--- src/rtl/ps2_pkg.sv ---
// ps2_pkg: shared types and constants for the PS/2 receive path.
//   ps2_rx_state_t : receiver FSM states
//   PS2_DATA_BITS  : data bits per frame
//   PS2_FRAME_BITS : total bits per frame (start, data, parity, stop)
//   odd_parity_ok  : 1 when data plus parity bit hold an odd number of ones
package ps2_pkg;

   localparam int unsigned PS2_DATA_BITS  = 8;
   localparam int unsigned PS2_FRAME_BITS = 11;

   typedef enum logic [1:0] {
      StIdle,
      StData,
      StParity,
      StStop
   } ps2_rx_state_t;

   function automatic logic odd_parity_ok(input logic [PS2_DATA_BITS-1:0] data,
                                          input logic                     par);
      return ^{data, par};
   endfunction

endpackage

--- src/rtl/ps2_rx_fifo_if.sv ---
// ps2_rx_fifo_if: byte stream from the PS/2 receiver to its consumer.
//   rx_data  : head byte, meaningful while rx_valid is high
//   rx_valid : at least one byte buffered
//   rx_ready : consumer pops the head when rx_valid && rx_ready
//   rx_count : current occupancy
// master = receiver side, slave = consumer side.
interface ps2_rx_fifo_if #(
   parameter int unsigned FIFO_DEPTH = 8
);
   localparam int unsigned CNT_W = $clog2(FIFO_DEPTH) + 1;

   logic [7:0]       rx_data;
   logic             rx_valid;
   logic             rx_ready;
   logic [CNT_W-1:0] rx_count;

   modport master (
      output rx_data,
      output rx_valid,
      output rx_count,
      input  rx_ready
   );

   modport slave (
      input  rx_data,
      input  rx_valid,
      input  rx_count,
      output rx_ready
   );

endinterface

--- src/rtl/sync_fifo.sv ---
// sync_fifo: single-clock show-ahead FIFO.
//   clk, rst : clock, synchronous active-high reset (clears pointers, count, storage)
//   push     : write wdata; accepted when not full or when a pop happens in the same cycle
//   wdata    : write data
//   pop      : remove head; ignored when empty
//   rdata    : head entry (memory[rd_ptr])
//   full     : count == DEPTH
//   empty    : count == 0
//   count    : occupancy, 0..DEPTH
// DEPTH must be a power of two so the pointers wrap naturally.
module sync_fifo #(
   parameter int unsigned WIDTH = 8,
   parameter int unsigned DEPTH = 8
) (
   input  logic                     clk,
   input  logic                     rst,
   input  logic                     push,
   input  logic [WIDTH-1:0]         wdata,
   input  logic                     pop,
   output logic [WIDTH-1:0]         rdata,
   output logic                     full,
   output logic                     empty,
   output logic [$clog2(DEPTH):0]   count
);

   localparam int unsigned AW = $clog2(DEPTH);
   localparam int unsigned CW = AW + 1;

   logic [WIDTH-1:0] mem_q [DEPTH];
   logic [AW-1:0]    wr_ptr_q;
   logic [AW-1:0]    rd_ptr_q;
   logic [CW-1:0]    count_q;
   logic             do_push;
   logic             do_pop;

   assign full    = (count_q == CW'(DEPTH));
   assign empty   = (count_q == '0);
   assign do_pop  = pop && !empty;
   // A full FIFO still takes a write when the head leaves in the same cycle.
   assign do_push = push && (!full || pop);

   always_ff @(posedge clk) begin
      if (rst) begin
         wr_ptr_q <= '0;
         rd_ptr_q <= '0;
         count_q  <= '0;
         for (int unsigned i = 0; i < DEPTH; i++) begin
            mem_q[i] <= '0;
         end
      end else begin
         if (do_push) begin
            mem_q[wr_ptr_q] <= wdata;
            wr_ptr_q        <= wr_ptr_q + 1'b1;
         end
         if (do_pop) begin
            rd_ptr_q <= rd_ptr_q + 1'b1;
         end
         case ({do_push, do_pop})
            2'b10:   count_q <= count_q + 1'b1;
            2'b01:   count_q <= count_q - 1'b1;
            default: count_q <= count_q;
         endcase
      end
   end

   assign rdata = mem_q[rd_ptr_q];
   assign count = count_q;

endmodule

--- src/rtl/ps2_rx_fifo.sv ---
// ps2_rx_fifo: PS/2 device-to-host receiver with a buffered byte output.
//   clk, rst   : system clock, synchronous active-high reset
//   ps2_clk    : raw PS/2 clock pin (asynchronous)
//   ps2_data   : raw PS/2 data pin (asynchronous)
//   rx         : byte stream to the consumer (show-ahead FIFO, valid/ready)
//   busy       : a frame is being received
//   parity_err : one-cycle pulse, parity check failed
//   frame_err  : one-cycle pulse, stop bit low or inter-bit timeout
//   overflow   : one-cycle pulse, good byte dropped because the FIFO was full
// Frames are start(0), 8 data bits LSB first, odd parity, stop(1), sampled on
// falling edges of a glitch-filtered copy of ps2_clk.
module ps2_rx_fifo
   import ps2_pkg::*;
#(
   parameter int unsigned FILTER_LEN     = 8,
   parameter int unsigned TIMEOUT_CYCLES = 12500,
   parameter int unsigned FIFO_DEPTH     = 8,
   parameter bit          CHECK_PARITY   = 1'b1
) (
   input  logic                 clk,
   input  logic                 rst,
   input  logic                 ps2_clk,
   input  logic                 ps2_data,
   ps2_rx_fifo_if.master        rx,
   output logic                 busy,
   output logic                 parity_err,
   output logic                 frame_err,
   output logic                 overflow
);

   localparam int unsigned FW = $clog2(FILTER_LEN);
   localparam int unsigned TW = $clog2(TIMEOUT_CYCLES + 1);
   localparam int unsigned BW = $clog2(PS2_DATA_BITS);

   // ---------------------------------------------------------------- synchronisers
   logic [1:0] clk_sync_q;
   logic [1:0] data_sync_q;
   logic       clk_s;
   logic       data_s;

   always_ff @(posedge clk) begin
      if (rst) begin
         clk_sync_q  <= 2'b11;
         data_sync_q <= 2'b11;
      end else begin
         clk_sync_q  <= {clk_sync_q[0], ps2_clk};
         data_sync_q <= {data_sync_q[0], ps2_data};
      end
   end

   assign clk_s  = clk_sync_q[1];
   assign data_s = data_sync_q[1];

   // ---------------------------------------------------------------- clock filter
   logic [FW-1:0] filt_cnt_q;
   logic          clk_filt_q;
   logic          fall_q;
   logic          sample_q;
   logic          filt_flip;

   // FILTER_LEN consecutive differing samples flip the filtered clock.
   assign filt_flip = (clk_s != clk_filt_q) && (filt_cnt_q == FW'(FILTER_LEN - 1));

   always_ff @(posedge clk) begin
      if (rst) begin
         filt_cnt_q <= '0;
         clk_filt_q <= 1'b1;
         fall_q     <= 1'b0;
         sample_q   <= 1'b1;
      end else begin
         fall_q <= filt_flip && clk_filt_q;
         if (filt_flip && clk_filt_q) begin
            sample_q <= data_s;
         end
         if ((clk_s == clk_filt_q) || filt_flip) begin
            filt_cnt_q <= '0;
         end else begin
            filt_cnt_q <= filt_cnt_q + 1'b1;
         end
         if (filt_flip) begin
            clk_filt_q <= ~clk_filt_q;
         end
      end
   end

   // ---------------------------------------------------------------- receiver FSM
   ps2_rx_state_t              state_q, state_d;
   logic [PS2_DATA_BITS-1:0]   shift_q, shift_d;
   logic [BW-1:0]              bit_cnt_q, bit_cnt_d;
   logic                       par_q, par_d;
   logic [TW-1:0]              to_cnt_q, to_cnt_d;
   logic                       timeout;
   logic                       push_req;
   logic                       push;
   logic                       perr_d, ferr_d, ovf_d;
   logic                       fifo_full;
   logic                       fifo_empty;

   always_comb begin
      state_d   = state_q;
      shift_d   = shift_q;
      bit_cnt_d = bit_cnt_q;
      par_d     = par_q;
      to_cnt_d  = '0;
      push_req  = 1'b0;
      perr_d    = 1'b0;
      ferr_d    = 1'b0;
      timeout   = 1'b0;

      if ((state_q != StIdle) && !fall_q) begin
         to_cnt_d = to_cnt_q + 1'b1;
         timeout  = (to_cnt_q == TW'(TIMEOUT_CYCLES - 1));
      end

      unique case (state_q)
         StIdle: begin
            // A high sample here is line noise, not a start bit.
            if (fall_q && !sample_q) begin
               state_d   = StData;
               bit_cnt_d = '0;
            end
         end
         StData: begin
            if (fall_q) begin
               shift_d   = {sample_q, shift_q[PS2_DATA_BITS-1:1]};
               bit_cnt_d = bit_cnt_q + 1'b1;
               if (bit_cnt_q == BW'(PS2_DATA_BITS - 1)) begin
                  state_d = StParity;
               end
            end
         end
         StParity: begin
            if (fall_q) begin
               par_d   = sample_q;
               state_d = StStop;
            end
         end
         StStop: begin
            if (fall_q) begin
               state_d = StIdle;
               if (!sample_q) begin
                  ferr_d = 1'b1;
               end else if (!odd_parity_ok(shift_q, par_q)) begin
                  perr_d   = 1'b1;
                  push_req = !CHECK_PARITY;
               end else begin
                  push_req = 1'b1;
               end
            end
         end
         default: state_d = StIdle;
      endcase

      if (timeout) begin
         state_d = StIdle;
         ferr_d  = 1'b1;
      end
   end

   // A full FIFO is never empty, so rx_ready alone means the head leaves.
   assign push  = push_req && (!fifo_full || rx.rx_ready);
   assign ovf_d = push_req && fifo_full && !rx.rx_ready;

   always_ff @(posedge clk) begin
      if (rst) begin
         state_q    <= StIdle;
         shift_q    <= '0;
         bit_cnt_q  <= '0;
         par_q      <= 1'b0;
         to_cnt_q   <= '0;
         parity_err <= 1'b0;
         frame_err  <= 1'b0;
         overflow   <= 1'b0;
      end else begin
         state_q    <= state_d;
         shift_q    <= shift_d;
         bit_cnt_q  <= bit_cnt_d;
         par_q      <= par_d;
         to_cnt_q   <= to_cnt_d;
         parity_err <= perr_d;
         frame_err  <= ferr_d;
         overflow   <= ovf_d;
      end
   end

   assign busy = (state_q != StIdle);

   // ---------------------------------------------------------------- byte buffer
   sync_fifo #(
      .WIDTH (PS2_DATA_BITS),
      .DEPTH (FIFO_DEPTH)
   ) u_fifo (
      .clk   (clk),
      .rst   (rst),
      .push  (push),
      .wdata (shift_q),
      .pop   (rx.rx_ready),
      .rdata (rx.rx_data),
      .full  (fifo_full),
      .empty (fifo_empty),
      .count (rx.rx_count)
   );

   assign rx.rx_valid = !fifo_empty;

endmodule

--- src/flat_wrapper.sv ---
// flat-port wrapper written by rule: the top's interface ports become plain ports
module ps2_rx_fifo_flat import ps2_pkg::*;
#(
   parameter int unsigned FILTER_LEN     = 8,
   parameter int unsigned TIMEOUT_CYCLES = 12500,
   parameter int unsigned FIFO_DEPTH     = 8,
   parameter bit          CHECK_PARITY   = 1'b1
)
  (clk, rst, ps2_clk, ps2_data, busy, parity_err, frame_err, overflow, rx_rx_data, rx_rx_valid, rx_rx_count, rx_rx_ready);
  ps2_rx_fifo_if #(.FIFO_DEPTH(FIFO_DEPTH)) rx_i ();
  input  logic clk;
  input  logic rst;
  input  logic ps2_clk;
  input  logic ps2_data;
  output logic busy;
  output logic parity_err;
  output logic frame_err;
  output logic overflow;
  output wire logic [$bits(rx_i.rx_data)-1:0] rx_rx_data;
  output wire logic [$bits(rx_i.rx_valid)-1:0] rx_rx_valid;
  output wire logic [$bits(rx_i.rx_count)-1:0] rx_rx_count;
  input wire logic [$bits(rx_i.rx_ready)-1:0] rx_rx_ready;
  assign rx_rx_data = rx_i.rx_data;
  assign rx_rx_valid = rx_i.rx_valid;
  assign rx_rx_count = rx_i.rx_count;
  assign rx_i.rx_ready = rx_rx_ready;
  ps2_rx_fifo #(.FILTER_LEN(FILTER_LEN), .TIMEOUT_CYCLES(TIMEOUT_CYCLES), .FIFO_DEPTH(FIFO_DEPTH), .CHECK_PARITY(CHECK_PARITY)) u_core (.clk(clk), .rst(rst), .ps2_clk(ps2_clk), .ps2_data(ps2_data), .rx(rx_i), .busy(busy), .parity_err(parity_err), .frame_err(frame_err), .overflow(overflow));
endmodule
--- config.mk ---
export PLATFORM = sky130hd
export DESIGN_NAME = ps2_rx_fifo_flat
export DESIGN_NICKNAME = d
export VERILOG_FILES = /design/src/rtl/ps2_pkg.sv /design/src/rtl/ps2_rx_fifo_if.sv /design/src/rtl/sync_fifo.sv /design/src/rtl/ps2_rx_fifo.sv /design/src/flat_wrapper.sv
export SDC_FILE = /design/constraint.sdc
export NUM_CORES = 1
export LEC_CHECK = 0
export BUFFER_PORTS_ARGS = -buffer_cell sky130_fd_sc_hd__buf_2
export CAP_MARGIN = 20
export CORE_MARGIN = 4
export CORE_UTILIZATION = 23
export CTS_BUF_LIST = sky130_fd_sc_hd__clkbuf_8
export DETAILED_ROUTE_END_ITERATION = 10
export SYNTH_ARGS = -nofsm -noshare
export SYNTH_HDL_FRONTEND = slang
export SYNTH_SLANG_ARGS = --single-unit
--- constraint.sdc ---
create_clock -name clk -period 4.26 [get_ports clk]
set_input_delay 0.213 -clock clk [delete_from_list [all_inputs] [get_ports clk]]
set_output_delay 0.213 -clock clk [all_outputs]
set_load 0.03 [all_outputs]
==> summary by stage, run 1 <==
STA
The setup TNS is 0 ns. The final critical path takes up 72.0% of the cycle. The worst setup slack after layout is 1.19 ns. The hold violation count in the final report came to 0. The minimum clock period is 3.07 ns.

The setup clock skew after layout is 0.0178 ns. The total count of max-transition violations in the final report was 0. Setup repair after global routing left no endpoint under its margin.

On the final layout, the worst hold slack is 0.127 ns. At the pin with the least slew margin, the transition time is 0.884 ns. Measured against its own limit, the worst slew margin works out to 41.0%. Based on the critical path, the design can be clocked at up to 326 MHz. Setup violations remaining at the end of the flow were counted as 0.

Power and ir drop
Power comes to 2.29 mW. In this run the power density over the cells is 381 mW/mm^2. Per report_power, the clock group accounts for 41.2% of the total. Per report_power, the sequential group accounts for 54.3% of the total. The switching part of the total power is 24.5%. Combinational logic burns 4.5% of the power. The internal portion of total power is 1.72 mW. The maximum vdd ir drop is 175 uV.

The leakage power total is 2.05 nW. The net switching power is 561 uW.

Drt
The wire length on met1 is 5.27 mm. Across all layers, the routed design uses 3311 vias. The number of remaining DRC errors is 0.

After detailed routing, the average wire length per cell comes to 13.9 microns. Wire segments on met3 add up to 529 microns in the final route. The highest layer touched by signal routing is met4. The detail route stage leaves a number of antenna-violating nets equal to 0. The first-pass iteration count of the detailed router is 5. In the detailed route, the total length drawn on met2 is 4.91 mm. The total wire length is 10.8 mm.

In the routed layout, each cell is associated on average with a via count of 4.26. For this block, the initial DRC count from the detailed router was 245.

Die
From left edge to right edge, the die measures 159 microns. The floorplan step defined a core boundary enclosing 0.0226 sq mm. The number of ports placed on the die boundary is 22. The effective utilization at floorplan is 23.3%. The chip height is 159 microns. The floorplan has 55 rows. The floorplan step defined a die boundary enclosing 0.0253 sq mm.

Clocking
The clock reaches the later pin of the worst-skew pair after 0.44 ns. The cell chosen for the clock root is clkbuf_8. TritonCTS built the clock tree. The clock edge transition at the registers on the reported setup and hold paths is 0.07 ns. The number of setup buffers added after CTS is 0.

The H-tree depth is 4. The longest clock path from root to sink contains 2 buffers. Clock tree synthesis found a total of 118 sinks. In this run, CTS created clock tree buffers numbering 17.

Cells and area
The library cells used most frequently in the layout, excluding fill and tap cells, are nor2_1, edfxtp_1, dfxtp_1. Summing all flip-flop and latch instances after layout gives 0.00300 sq mm. The footprint of the multi-input gates is 0.00210 sq mm. The post-route non-filler standard cell count is 778. The post-route netlist has 18.5% of its cells at a drive strength greater than 1. 0 antenna diodes ended up in the layout. The most common library cell in the layout ignoring fill and taps is nor2_1. The total of fill cells in the finished design is 2363. From synthesis to final layout, the design area changed by 14.2%. The number of nets in the layout is 499.

Status
The flow ran to the end, and the final reports show no timing, DRC or antenna violations.

Synthesis
For this run, the number of Yosys warnings is 0. The share of async-settable or async-resettable flops after synthesis is 0%. Counting flops with a built-in enable in the synthesized netlist gives 64. The average instance area after synthesis is 11.5 sq um. The post-synthesis net count is 478. The netlist area before placement is 0.00526 sq mm. The number of instances in the synthesized netlist is 459. The number of distinct library cell variants in the gate-level netlist after synthesis is 47. The largest total area in the synthesized netlist belongs to edfxtp_1. The sequential area share after synthesis is 57.1%.

Sorting the synthesized cells by area gives the leading types as edfxtp_1, dfxtp_1, nor2_1, mux4_2, ha_1. In this run the biggest area consumer among cell types represents 36.5% of the synthesized area. For this run, the leading register cell type out of synthesis is edfxtp_1. The number of synthesized register bits is 118.

Critical path
The most frequent cell on the critical path is xor2_1. Traced cell by cell, the critical path runs through xor2_1 -> xnor3_2 -> xnor2_2 -> nor3_1 -> inv_1 -> ha_1 -> xor2_1 -> ha_1 -> a21oi_1 -> xor2_1 -> or3_1 -> a21oi_1. Data arrives at the worst endpoint at 3.43 ns. At the worst endpoint, the required time is 4.62 ns. For this design, the slowest cell found on the critical path is xnor3_2. The startpoint type of the worst setup path is a register. The combined buffer and inverter count along the critical path is 1. On the critical path the largest part of the delay comes from XOR/XNOR gates. The capturing element type of the critical path is a register. By startpoint and endpoint, the worst setup path is classified as reg2reg. In this run the worst path has a maximum fanout of 5.

The biggest cell delay along the critical path is 0.49 ns.

Global routing
The global-route wire length before repair is 17.9 mm. The largest net degree at the start of global routing is 48. The number of antenna violations at the first check in global routing was 0. For this run, the total global-route usage over all layers was measured as 8.96%. The total overflow left after global routing is 0.

The number of global-route vias before repair is 3397.

Placed design
The total instance count after detailed placement is 744. After legalization and detailed placement, the total HPWL measured 7.00 mm. The number of port buffers is 21. The placer's final routability congestion estimate is 0.761. The setup slack at placement is 1.20 ns.

Worst hold path
The path category of the worst min-delay check is in2reg.

Job
Max-cap violations in this run came to 0.
through the flow:
step           utilization [%]  cell area (sq um)
3_3_place_gp              24.9               5620
4_1_cts                   26.6               6000
3_5_place_dp              24.9               5620
5_1_grt                   26.6               6000
6_report                  26.6               6000
2_1_floorplan                -               5260
cell usage after synthesis (2+ instances only):
master / n
a21o_1: 8
a21oi_1: 15
a32oi_1: 2
and2_1: 3
and3_1: 4
buf_1: 3
buf_2: 5
buf_6: 4
clkbuf_1: 13
dfxtp_1: 54
edfxtp_1: 64
ha_1: 14
inv_1: 6
mux2_2: 8
mux2i_1: 3
mux4_2: 16
nand2_1: 37
nand2b_1: 5
nand3_1: 18
nand3_2: 2
nand3b_1: 2
nor2_1: 102
nor2b_1: 2
nor3_1: 7
nor3b_1: 2
nor4_1: 2
nor4bb_1: 2
o21ai_0: 7
or2_2: 5
or3_1: 5
or4_1: 3
xnor2_1: 8
xor2_1: 14
worst min-delay path, stage by stage:
cell,delay [ns]
buf_2,0.11
or2_2,0.14
nor2_1,0.04
kinds of logic after synthesis:
group | synth area share (%)
mux | 9.14
simple gates | 17.6
xor+xnor | 5.26
compound gates | 4.66
flops | 57.1
buf+inv | 2.90
fa+ha+maj | 3.33
sequential cells by signal (all words and copies together) (netlist names), 2 cells and up, named ones only:
name                    count
u_core.bit_cnt_q            3
u_core.clk_sync_q           2
u_core.data_sync_q          2
u_core.filt_cnt_q           3
u_core.shift_q              8
u_core.state_q              2
u_core.to_cnt_q            14
u_core.u_fifo.count         4
u_core.u_fifo.mem_q        64
u_core.u_fifo.rd_ptr_q      3
u_core.u_fifo.wr_ptr_q      3
final timing paths:
path | start | end | slack (ns) | cells after the start
worst max-delay path | u_core.shift_q[3] | u_core.u_fifo.count[2] | 1.19 | 12
worst min-delay path | rst | u_core.parity_err | 0.13 | 3
worst min register to register | u_core.clk_sync_q[0] | u_core.clk_sync_q[1] | 0.41 | 1
worst max register to register | u_core.shift_q[3] | u_core.u_fifo.count[2] | 1.19 | 12
power by group through the flow:
stage | Sequential, mW | Combinational, mW | Clock [mW]
after floorplan | 1.26 | 0.0746 | 0
after global placement | 1.27 | 0.103 | 0
after detailed placement | 1.27 | 0.104 | 0
after CTS | 1.24 | 0.105 | 0.961
after global routing | 1.24 | 0.115 | 1.02
final | 1.24 | 0.103 | 0.941
routing by layer:
| metal | GRT usage [%] | vias to the layer above |
|---|---|---|
| met1 | 12.0 | 1590 |
| met5 | 0 | - |
| li1 | - | 1652 |
| met3 | 2.82 | 8 |
| met4 | 3.43 | 0 |
| met2 | 13.6 | 61 |
area by class of cell:
type / count / area share [%]
clock buffer: 17 / 3.90
clock inverter: 15 / 2.17
inverter: 6 / 0.375
multi-input combinational: 310 / 35.0
sequential: 118 / 50.0
tap: 285 / 5.94
timing repair buffer: 27 / 2.58
what timing repair did:
action	in CTS	in global routing
endpoints found under the hold margin	2	0
gates resized for setup	0	0
hold buffers	2	0
Power figures use the tool's default switching activity.
==> inputs of run 2 (changes only) <==
--- a/config.mk
+++ b/config.mk
@@ -5,6 +5,7 @@
 export SDC_FILE = /design/constraint.sdc
 export NUM_CORES = 1
 export LEC_CHECK = 0
+export ABC_AREA = 1
 export BUFFER_PORTS_ARGS = -buffer_cell sky130_fd_sc_hd__buf_2
 export CAP_MARGIN = 20
 export CORE_MARGIN = 4
==> constraint.sdc (replaced) <==
create_clock -name clk -period 2.65 [get_ports clk]
set_input_delay 0.1325 -clock clk [delete_from_list [all_inputs] [get_ports clk]]
set_output_delay 0.1325 -clock clk [all_outputs]
set_load 0.03 [all_outputs]
==> run 2 against run 1 <==
  * Power up 120%
  * Clock power rose by 71%
  * Count of clock-buffer cells in the layout stayed put
  * Cell count is 29% higher
  * Via count is 31% higher
  * Sequential cell count unchanged
  * Register-to-register slack got worse by 0.92 ns
  * Setup slack worse by 0.92 ns
  * Die area grew 7.5%
  * Largest power group unchanged
==> summary by stage, run 2 <==
Die
The floorplan core area is 0.0243 sq mm. For this configuration, the core starts out at a cell density of 23.3%. The die outline area is 0.0272 sq mm. For this design the top-level I/O count stands at 22. In this run the vertical extent of the chip is 165 microns. Row generation in the floorplan step produced 57 rows. The die outline width is 165 microns.

Placed design
The placer's final routability congestion estimate is 0.786. The number of port buffers is 21. The half-perimeter wire length after placement is 8.77 mm.

Drt
The initial detailed-routing violation count is 285. The total wire length is 12.7 mm. The detailed-route via count is 4334. The per-cell routed wire length is 12.7 microns. The first detailed-routing pass took 5 iterations. Using the TritonRoute via totals, the vias-per-cell ratio works out to 4.33. Once detail routing completed, the nets flagged for antenna violations numbered 0. The number of remaining DRC errors is 0.

STA
In the final timing run, aggregate negative setup slack is 0 ns. The setup clock skew after layout is 0.0233 ns. The fraction of the cycle the final worst path needs is 89.8%.

After layout, the minimum clock period comes to 2.38 ns. Setup repair after global routing left no endpoint under its margin. Headroom to the max-slew limit came out at 61.3%.

The slew at the pin with the worst max-slew slack is 0.579 ns. The final setup violation count is 0. The total count of max-transition violations in the final report came to 0. The hold violation count in the final report is 0.

The maximum frequency from static timing analysis is 420 MHz.

Cells and area
The share of layout cells above drive strength 1 is 20.1%. The largest registers in the layout are u_core.u_fifo.mem_q x64, u_core.to_cnt_q x14, u_core.shift_q x8. The library cell used most frequently in the layout, excluding fill and tap cells, is nor2_1. The flip-flop count of the largest register after layout is 64. The number of antenna repair diodes is 0. Leaving out fill and tap cells, the most frequent cells in the layout are nor2_1, nand2_1, o21ai_0. The signed area change from the synthesized netlist to the final layout is 16.8%. The largest register by flop count is u_core.u_fifo.mem_q. The share of the core filled with cells is 27.3%. In the final design database the tool counted 682 nets.

Clocking
The maximum buffer depth of the clock tree is 2. CTS built an H-tree with a depth of 4. For the worst-skew pair, the clock arrives at the later sink with an insertion delay of 0.45 ns. The cell chosen for the clock root is clkbuf_8. Clock tree synthesis inserted a total of 17 buffers. TritonCTS built the clock tree. The number of sinks handled by clock tree synthesis is 118. The clock edge transition at the registers on the reported setup and hold paths is 0.07 ns. The setup fix buffers added after clock tree synthesis is 0.

Power and ir drop
The analysis attributes to cell leakage a power of 2.29 nW. The maximum vdd ir drop is 356 uV. For this design the ratio of total power to cell area is 768 mW/mm^2.

Global routing
The overall overflow remaining after global route is 0. In the global route stage, overall resource usage came out at 9.90%. The number of antenna violations at the first check in global routing came to 0. Entering global routing, the biggest net connects 30 pins. The number of global-route vias before repair is 4108. The global-route wire length before repair is 21.2 mm.

Synthesis
The synthesized design spends more area on one cell type than any other, namely edfxtp_1. The share of the synthesized area in the top cell type is 33.9%. The dominant cell by count in the synthesized netlist is nor2_1. Summing the sequential cell areas from Yosys gives 52.9% of the chip area. The number of distinct library cell variants in the gate-level netlist after synthesis is 32. The post-synthesis net count is 643. Sorting the synthesized cells by area gives the leading types as edfxtp_1, dfxtp_1, nor3_2, nor2_1, o21ai_0. The flip-flop cell with the highest count after synthesis is edfxtp_1. The cell area that synthesis handed to floorplanning was 0.00567 sq mm. After synthesis, the share of flip-flops with an asynchronous set or reset is 0%. Synthesis produced 624 cells.

The count of flip-flops with a built-in enable after synthesis is 64. The count of yosys warnings during synthesis is 0. The commonest cells after synthesis are nor2_1, nand2_1, o21ai_0. A synthesized cell averages 9.09 sq um. The number of synthesized register bits is 118.

Status
The run finished with clean final reports.

Critical path
STA classifies the critical path endpoint as a register. The highest-delay cell along the critical path is dfxtp_2. The signal on the critical path passes through inv_2 -> nand2_1 -> nand2_1 -> nand2_1 -> nand2_1 -> nand2_1 -> nand2_1 -> nand2_1 -> nand2_4 -> nand3_1 -> ha_1 -> nand2_1 -> inv_1 -> nor2_2 -> ha_1 -> a21oi_1 -> xor2_1 -> o21ai_0 -> inv_1. The biggest cell delay along the critical path is 0.34 ns. By instance count, the cell type seen most on the critical path is nand2_1.

The arrival time reported for the critical path endpoint is 2.71 ns. The startpoint type of the worst setup path is a register. The maximum fanout count along the critical path is 10. Data on the critical path is required at its endpoint by 2.98 ns. The classification of the worst setup path is reg2reg.

Job
The tool flagged a number of max-cap violations equal to 0.

Worst hold path
The worst hold path belongs to the class in2reg.
==> run 2: cell types whose count changed in the layout (fill, tap and decap cells not counted), sizes merged, moves of 8 or more <==
cell,before,now
a21o,8,0
a21oi,15,35
a31oi,0,8
buf,25,45
inv,9,57
mux2,8,0
mux4,16,0
nand2,37,82
nand3,20,11
nor3,7,70
o21ai,7,66
o22ai,0,8
xnor2,10,2
xor2,15,3
==> run 2: layout make-up <==
cell class,count,area (sq um)
Inverter,59,221
Fill cell,2558,17700
Tap cell,324,405
Clock buffer,17,234
Clock inverter,15,154
Timing Repair Buffer,47,318
Sequential cell,118,3010
Multi-Input combinational cell,420,2290
==> run 2: logic make-up after synthesis <==
| logic type | after synthesis | synth area share (%) |
|---|---|---|
| flip-flops | 118 | 52.9 |
| AO/OA/AOI/OAI | 119 | 10.9 |
| AND/OR/NAND/NOR | 282 | 25.4 |
| adder cells (fa/ha/maj) | 14 | 3.09 |
| XOR/XNOR | 5 | 0.772 |
| buffers and inverters | 86 | 6.92 |
==> run 2: timing repair <==
item / CTS / global route
gates resized for setup: 0 / 3
setup endpoints to repair: 0 / 2
endpoints found under the hold margin: 2 / 0
hold buffers: 2 / 0
==> run 2: metrics by stage <==
| stage | hold WS (ns) | area [sq um] | cells | setup slack, ns | power [mW] |
|---|---|---|---|---|---|
| after floorplan | 0.236 | 5670 | 624 | 0.178 | 3.07 |
| after global placement | 0.317 | 6210 | 966 | 0.263 | 3.50 |
| after detailed placement | 0.320 | 6210 | 966 | 0.208 | 3.52 |
| after CTS | 0.0450 | 6620 | 1000 | 0.207 | 5.13 |
| after global routing | 0.0876 | 6630 | 1000 | 0.0494 | 5.39 |
| final | 0.0698 | 6630 | 1000 | 0.272 | 5.09 |
==> run 2: power by group <==
part           switching, mW  internal [mW]  total, mW
sequential            0.0965           2.03       2.13
clock                  0.777          0.835       1.61
combinational          0.930          0.418       1.35
total                   1.80           3.28       5.09
==> run 2: path summary, 6_finish.rpt <==
check / cells after the start / endpoint / startpoint / slack, ns
hold / removal: 2 / u_core.bit_cnt_q[1] / rst / 0.07
setup / recovery: 19 / u_core.u_fifo.count[2] / u_core.shift_q[0] / 0.27
setup reg to reg: 19 / u_core.u_fifo.count[2] / u_core.shift_q[0] / 0.27
hold reg to reg: 1 / u_core.clk_sync_q[1] / u_core.clk_sync_q[0] / 0.41
==> run 2: layer usage <==
| layer | GRT usage [%] | vias up | share of wire [%] |
|---|---|---|---|
| li1 | - | 2214 | - |
| met1 | 13.8 | 1990 | 48 |
| met2 | 14.9 | 112 | 44 |
| met3 | 2.90 | 18 | 6.6 |
| met4 | 2.99 | 0 | 1.4 |
| met5 | 0 | - | 0 |
==> run 2: critical path, delay by kind of cell (launching register included) <==
family                   cells  cell delay (ns)
AND/OR/NAND/NOR             11             0.88
buffers and inverters        3             0.29
adder cells (fa/ha/maj)      2             0.41
XOR/XNOR                     1             0.16
AO/OA/AOI/OAI                2             0.21
flip-flops                   1             0.34
